===== config.mk =====
export PLATFORM = sky130hd
export DESIGN_NAME = arb_rr_flat
export DESIGN_NICKNAME = d
export VERILOG_FILES = /design/src/rtl/arb_pkg.sv /design/src/rtl/arb_rr_if.sv /design/src/rtl/arb_rr_pick.sv /design/src/rtl/arb_rr.sv /design/src/flat_wrapper.sv
export SDC_FILE = /design/constraint.sdc
export NUM_CORES = 1
export LEC_CHECK = 0
export ABC_AREA = 1
export ABC_CLOCK_PERIOD_IN_PS = 1800
export CORE_UTILIZATION = 24
export DETAILED_ROUTE_END_ITERATION = 6
export PLACE_DENSITY = 0.78
export SYNTH_ARGS = -nofsm -noshare
export SYNTH_HDL_FRONTEND = slang
export SYNTH_SLANG_ARGS = --single-unit
export TNS_END_PERCENT = 10

===== constraint.sdc =====
create_clock -name clkSYS -period 1.8 [get_ports clkSYS]
set_clock_uncertainty 0.05 [all_clocks]
set_input_delay 0.54 -clock clkSYS [delete_from_list [all_inputs] [get_ports clkSYS]]
set_output_delay 0.54 -clock clkSYS [all_outputs]
set_load 0.02 [all_outputs]

===== src/rtl/arb_pkg.sv =====
// Shared types and default sizes for the round-robin memory arbiter.
package arb_pkg;

    typedef enum logic [1:0] {
        IDLE  = 2'd0,
        READ  = 2'd1,
        WRITE = 2'd2
    } arb_state_t;

    localparam int ARB_AN    = 24;
    localparam int ARB_DN    = 16;
    localparam int ARB_BURST = 8;

endpackage


===== src/rtl/arb_rr_if.sv =====
// Downstream memory command/return bus between the arbiter (master) and the
// memory controller (slave).
interface arb_rr_if
    import arb_pkg::*;
#(
    parameter int AN = ARB_AN,
    parameter int DN = ARB_DN,
    parameter int IN = 2
);

    logic          mem_req;
    logic          mem_wr;
    logic [AN-1:0] mem_addr;
    logic [DN-1:0] mem_data;
    logic [IN-1:0] mem_id;
    logic          mem_ack;
    logic          mem_valid;
    logic [IN-1:0] mem_rid;

    modport master (
        output mem_req, mem_wr, mem_addr, mem_data, mem_id,
        input  mem_ack, mem_valid, mem_rid
    );

    modport slave (
        input  mem_req, mem_wr, mem_addr, mem_data, mem_id,
        output mem_ack, mem_valid, mem_rid
    );

endinterface


===== src/rtl/arb_rr_pick.sv =====
// Rotating priority encoder: finds the first asserted request at or after
// index ptr+1 (modulo N); index ptr itself has the lowest priority.
module rr_pick #(
    parameter int N  = 4,
    parameter int IN = $clog2(N)
) (
    input  logic [N-1:0]  req,
    input  logic [IN-1:0] ptr,
    output logic          hit,
    output logic [IN-1:0] idx
);

    logic [IN-1:0] cand;

    // Scan from farthest to nearest so the nearest hit is the one that sticks.
    always_comb begin
        hit  = 1'b0;
        idx  = '0;
        cand = '0;
        for (int k = N; k >= 1; k--) begin
            cand = IN'((int'(ptr) + k) % N);
            if (req[cand]) begin
                hit = 1'b1;
                idx = cand;
            end
        end
    end

endmodule


===== src/rtl/arb_rr.sv =====
// Round-robin arbiter granting N requesters access to one memory port.
// Reads are single commands, writes are BURST-beat bursts.
// Optional build macro ARB_RR_PRI0_EN: requester 0 wins every arbitration it
// takes part in and its grants do not move the round-robin pointer.
//
// state | meaning
// IDLE  | no grant; arbitrate among requests
// READ  | single read command outstanding until mem_ack
// WRITE | write burst in progress, counting mem_ack beats
module arb_rr
    import arb_pkg::*;
#(
    parameter int AN    = ARB_AN,
    parameter int DN    = ARB_DN,
    parameter int N     = 4,
    parameter int BURST = ARB_BURST,
    parameter int IN    = $clog2(N)
) (
    input  logic          clkSYS,
    input  logic          n_reset,
    input  logic [N-1:0]  req,
    input  logic [N-1:0]  wr,
    input  logic [N*AN-1:0] addr,
    input  logic [N*DN-1:0] data,
    output logic [N-1:0]  ack,
    output logic [N-1:0]  valid,
    arb_rr_if.master      mem
);

    localparam int CW = $clog2(BURST + 1);

    arb_state_t    state;
    arb_state_t    state_nxt;
    logic [IN-1:0] gnt;
    logic [IN-1:0] ptr;
    logic [CW-1:0] cnt;

    logic          pick_hit;
    logic [IN-1:0] pick_idx;
    logic          win_hit;
    logic [IN-1:0] win_idx;
    logic          burst_last;

    rr_pick #(
        .N  (N),
        .IN (IN)
    ) u_pick (
        .req (req),
        .ptr (ptr),
        .hit (pick_hit),
        .idx (pick_idx)
    );

`ifdef ARB_RR_PRI0_EN
    // Requester 0 overrides the rotating choice whenever it is asking.
    always_comb begin
        win_hit = pick_hit;
        win_idx = pick_idx;
        if (req[0]) begin
            win_hit = 1'b1;
            win_idx = '0;
        end
    end
`else
    // Plain round robin: the rotating encoder decides alone.
    always_comb begin
        win_hit = pick_hit;
        win_idx = pick_idx;
    end
`endif

    assign burst_last = mem.mem_ack && (cnt == CW'(BURST - 1));

    // State register.
    always_ff @(posedge clkSYS or negedge n_reset) begin
        if (!n_reset) begin
            state <= IDLE;
        end else begin
            state <= state_nxt;
        end
    end

    // Next-state decode; a grant always leaves at least one IDLE cycle after it.
    always_comb begin
        state_nxt = state;
        case (state)
            IDLE: begin
                if (win_hit) begin
                    state_nxt = wr[win_idx] ? WRITE : READ;
                end
            end
            READ: begin
                if (mem.mem_ack) begin
                    state_nxt = IDLE;
                end
            end
            WRITE: begin
                if (burst_last) begin
                    state_nxt = IDLE;
                end
            end
            default: state_nxt = IDLE;
        endcase
    end

    // Grant index, round-robin pointer and write beat counter.
    always_ff @(posedge clkSYS or negedge n_reset) begin
        if (!n_reset) begin
            gnt <= '0;
            ptr <= IN'(N - 1);
            cnt <= '0;
        end else begin
            case (state)
                IDLE: begin
                    if (win_hit) begin
                        gnt <= win_idx;
                        cnt <= '0;
                    end
                end
                WRITE: begin
                    if (mem.mem_ack) begin
                        cnt <= cnt + CW'(1);
                    end
                end
                default: ;
            endcase
            if (state != IDLE && state_nxt == IDLE) begin
`ifdef ARB_RR_PRI0_EN
                if (gnt != '0) begin
                    ptr <= gnt;
                end
`else
                ptr <= gnt;
`endif
            end
        end
    end

    // Command outputs; address/data follow the granted requester combinationally.
    always_comb begin
        mem.mem_req  = (state != IDLE);
        mem.mem_wr   = (state == WRITE);
        mem.mem_id   = gnt;
        mem.mem_addr = '0;
        mem.mem_data = '0;
        ack          = '0;
        for (int i = 0; i < N; i++) begin
            if (gnt == IN'(i)) begin
                mem.mem_addr = addr[i*AN +: AN];
                mem.mem_data = data[i*DN +: DN];
                ack[i]       = mem.mem_ack && (state != IDLE);
            end
        end
    end

    // Read return decode, independent of arbitration state; ids >= N match nothing.
    always_comb begin
        valid = '0;
        for (int i = 0; i < N; i++) begin
            valid[i] = mem.mem_valid && (mem.mem_rid == IN'(i));
        end
    end

endmodule


===== src/flat_wrapper.sv =====
// flat-port wrapper written by rule: the top's interface ports become plain ports
module arb_rr_flat import arb_pkg::*;
#(
    parameter int AN    = ARB_AN,
    parameter int DN    = ARB_DN,
    parameter int N     = 4,
    parameter int BURST = ARB_BURST,
    parameter int IN    = $clog2(N)
)
  (clkSYS, n_reset, req, wr, addr, data, ack, valid, mem_mem_req, mem_mem_wr, mem_mem_addr, mem_mem_data, mem_mem_id, mem_mem_ack, mem_mem_valid, mem_mem_rid);
  arb_rr_if #(.AN(AN), .DN(DN), .IN(IN)) mem_i ();
  input  logic clkSYS;
  input  logic n_reset;
  input  logic [N-1:0] req;
  input  logic [N-1:0] wr;
  input  logic [N*AN-1:0] addr;
  input  logic [N*DN-1:0] data;
  output logic [N-1:0] ack;
  output logic [N-1:0] valid;
  output wire logic [$bits(mem_i.mem_req)-1:0] mem_mem_req;
  output wire logic [$bits(mem_i.mem_wr)-1:0] mem_mem_wr;
  output wire logic [$bits(mem_i.mem_addr)-1:0] mem_mem_addr;
  output wire logic [$bits(mem_i.mem_data)-1:0] mem_mem_data;
  output wire logic [$bits(mem_i.mem_id)-1:0] mem_mem_id;
  input wire logic [$bits(mem_i.mem_ack)-1:0] mem_mem_ack;
  input wire logic [$bits(mem_i.mem_valid)-1:0] mem_mem_valid;
  input wire logic [$bits(mem_i.mem_rid)-1:0] mem_mem_rid;
  assign mem_mem_req = mem_i.mem_req;
  assign mem_mem_wr = mem_i.mem_wr;
  assign mem_mem_addr = mem_i.mem_addr;
  assign mem_mem_data = mem_i.mem_data;
  assign mem_mem_id = mem_i.mem_id;
  assign mem_i.mem_ack = mem_mem_ack;
  assign mem_i.mem_valid = mem_mem_valid;
  assign mem_i.mem_rid = mem_mem_rid;
  arb_rr #(.AN(AN), .DN(DN), .N(N), .BURST(BURST), .IN(IN)) u_core (.clkSYS(clkSYS), .n_reset(n_reset), .req(req), .wr(wr), .addr(addr), .data(data), .ack(ack), .valid(valid), .mem(mem_i));
endmodule

==> impl_metrics.json <==
{
  "synth_top_cell_by_area": "nand2_1",
  "crit_start": "u_core.mem.mem_id[1]",
  "fin_ws_ns": -0.481,
  "met1_usage_pct": 30.0,
  "routed_wl_um": 12200,
  "internal_power_w": 0.00472,
  "ys_seq_elements": 10,
  "maxCapViolations": 0,
  "drcViolationCount": 0,
  "hp-class": "reg2reg",
  "r2r-start": "u_core.ptr[0]",
  "ant_nets": 0,
  "synthTopCellsByArea": "nand2_1 24%, dfrtp_1 11%, nand3_1 9.0%",
  "power_density_nw_per_um2": 1780,
  "fin_crit_sh_pct": 127,
  "syn_to_final_growth_pct": 194,
  "power_frac_comb_pct": 92.8,
  "yosysMostFrequentCell": "nand2_1",
  "synth_area_um2": 1830,
  "rows": 31,
  "antenna_found_initial": 0,
  "wire_per_inst_um": 17.6,
  "drv_slew": 0,
  "swShare_pct": 50.9,
  "antenna_cells": 0,
  "htree_levels": 1,
  "ys.flop_type": "dfrtp_1",
  "first_pass_iters": 4,
  "clk_latency_ns": 0.23,
  "clock-root-buffer": "clkbuf_8",
  "vdd_ir_drop_max_mv": 1.05,
  "critPathLaunchType": "register",
  "worst-setup-path-type": "reg2out",
  "yosys-top-cells-count": "117 x nand2_1, 33 x nand3_1, 28 x nor2_1",
  "clkSinkCount": 10,
  "fill_cells": 536,
  "vias_per_cell": 5.01,
  "tns_ns": -16.00,
  "use_met3_pct": 5.54,
  "path_clk_slew_ns": 0.05,
  "avgSynthCellArea_um2": 5.55,
  "hold_violations": 0,
  "ys_seq_area_share_pct": 13.8,
  "die_h_um": 89.4,
  "synth_top_area_share_pct": 24.0,
  "syn-num-nets": 505,
  "whs_ns": 0.481,
  "status": "finished with violations",
  "grt.busiest_layer": "met2",
  "dieArea_um2": 7990,
  "p_clk_share_pct": 2.5,
  "relSlewSlack_pct": 69.5,
  "rsz0062_at_grt": "yes",
  "crit_required_ns": 1.21,
  "drt-initial-drc-count": 110,
  "synth_edf_count": 0,
  "grt_max_degree": 27,
  "finalCriticalPeriod_ns": 2.28,
  "worstMarginPinSlew_ns": 0.456,
  "seq_area_um2": 255,
  "grt_usage_pct": 25.0,
  "setup_violations": 55,
  "core_um2": 7330,
  "yosysUniqueCellTypes": 33,
  "violations": "negative setup slack",
  "grt_pass1_vias": 3054,
  "layout-drive-gt1-share_pct": 36.1,
  "worst_ep_arrival_time_ns": 1.69,
  "gp_congestion": 0.851,
  "synthArstFlopShare_pct": 100,
  "grt-ovfl-total": 0,
  "critPathMaxFanout": 8,
  "p_seq_share_pct": 4.7,
  "io_pins": 226,
  "synth_cells": 330,
  "start_util_pct": 25.0,
  "portBuffers": 225,
  "finalNetCount": 772,
  "cp-end-kind": "output port",
  "max_freq_mhz": 438,
  "cts_tree": "done",
  "rrSetupSlack_ns": -0.21,
  "die_w_um": 89.4,
  "multi_input_area_um2": 1960,
  "cts_buffers": 3,
  "grt_pass1_wl_um": 15300,
  "hold_start": "u_core.cnt[0]",
  "vias": 3484,
  "cts_buffer_depth": 2,
  "grtUsageMet2_pct": 44.7,
  "power.net_switching_w": 0.00488,
  "leakagePower_nw": 2.30,
  "dp_hpwl_um": 8220,
  "synth-warning-count": 0
}
state kept, by name (all words and copies together), names as in the netlist:
register,flops
u_core.ptr,2
u_core.cnt,4
u_core.mem.mem_id,2
u_core.state,2
worst max-delay path: stages, from the launching register on:
cell and delay, ns:
dfrtp_2 0.47, inv_4 0.09, nor2_4 0.04, buf_12 0.13, clkbuf_16 0.18, a221oi_4 0.32, a21oi_4 0.08, buf_6 0.14
final timing paths:
check | to | depth (start not counted)
worst min-delay path | u_core.cnt[0] | 1
worst max-delay path | mem_mem_addr[20] | 7
worst min register to register | u_core.cnt[0] | 1
min in group asynchronous | u_core.cnt[1] | 1
max in group asynchronous | u_core.ptr[1] | 1
worst max register to register | u_core.ptr[1] | 16
per-stage QoR:
stage          instances  worst slack, ns  power (W)  cell area (um^2)  utilization [%]
6_report             695           -0.481    0.00960              5380             73.4
3_3_place_gp         668           -0.785    0.00713              4550             62.0
5_1_grt              695           -0.511     0.0102              5380             73.4
3_5_place_dp         668           -0.814    0.00723              4550             62.0
4_1_cts              684           -0.427    0.00834              4910             67.0
2_1_floorplan        330          -0.0960    0.00416              1970                -
metal layers:
| layer | wire, um | vias to the layer above |
|---|---|---|
| met5 | 0 | - |
| met3 | 1010 | 23 |
| met4 | 201 | 0 |
| li1 | - | 1669 |
| met2 | 6450 | 172 |
| met1 | 4550 | 1620 |
placed cells by master, fill, tap and decap left out, types with 16 or more instances in the layout:
master / synthesis / layout
a21oi_2: 0 / 16
nand2_1: 117 / 100
buf_6: 1 / 33
nand2_2: 16 / 17
nor2_1: 28 / 23
nand2_4: 1 / 17
nand4_1: 23 / 23
nand3_1: 33 / 30
buf_4: 0 / 49
clkdlybuf4s50_1: 0 / 166
power groups by stage:
stage	clock network, W	registers, W	logic (W)
after CTS	0.000241	0.000472	0.00763
after detailed placement	0	0.000493	0.00674
after floorplan	0	0.000446	0.00372
after global routing	0.000252	0.000461	0.00944
after global placement	0	0.000489	0.00664
final	0.000236	0.000453	0.00891
timing repair:
item | 4_1_cts | 5_1_grt
setup endpoints to repair | 62 | 61
buffers inserted | 9 | 11
resized for setup | 296 | 87
pin swaps | 23 | 43
gates cloned | 3 | 2
hold buffers | 0 | 0
cell type report:
type	count	share of cell area [%]
multi-input combinational	280	36.4
tap	99	2.30
clock buffer	4	0.837
sequential	10	4.74
timing repair buffer	283	54.1
inverter	19	1.60
cell families after synthesis:
logic type	synth area share, %
simple gates	59.1
flops	13.8
fa+ha+maj	0.683
xor+xnor	0.956
buf+inv	8.95
compound gates	16.5
Power figures use the tool's default switching activity.
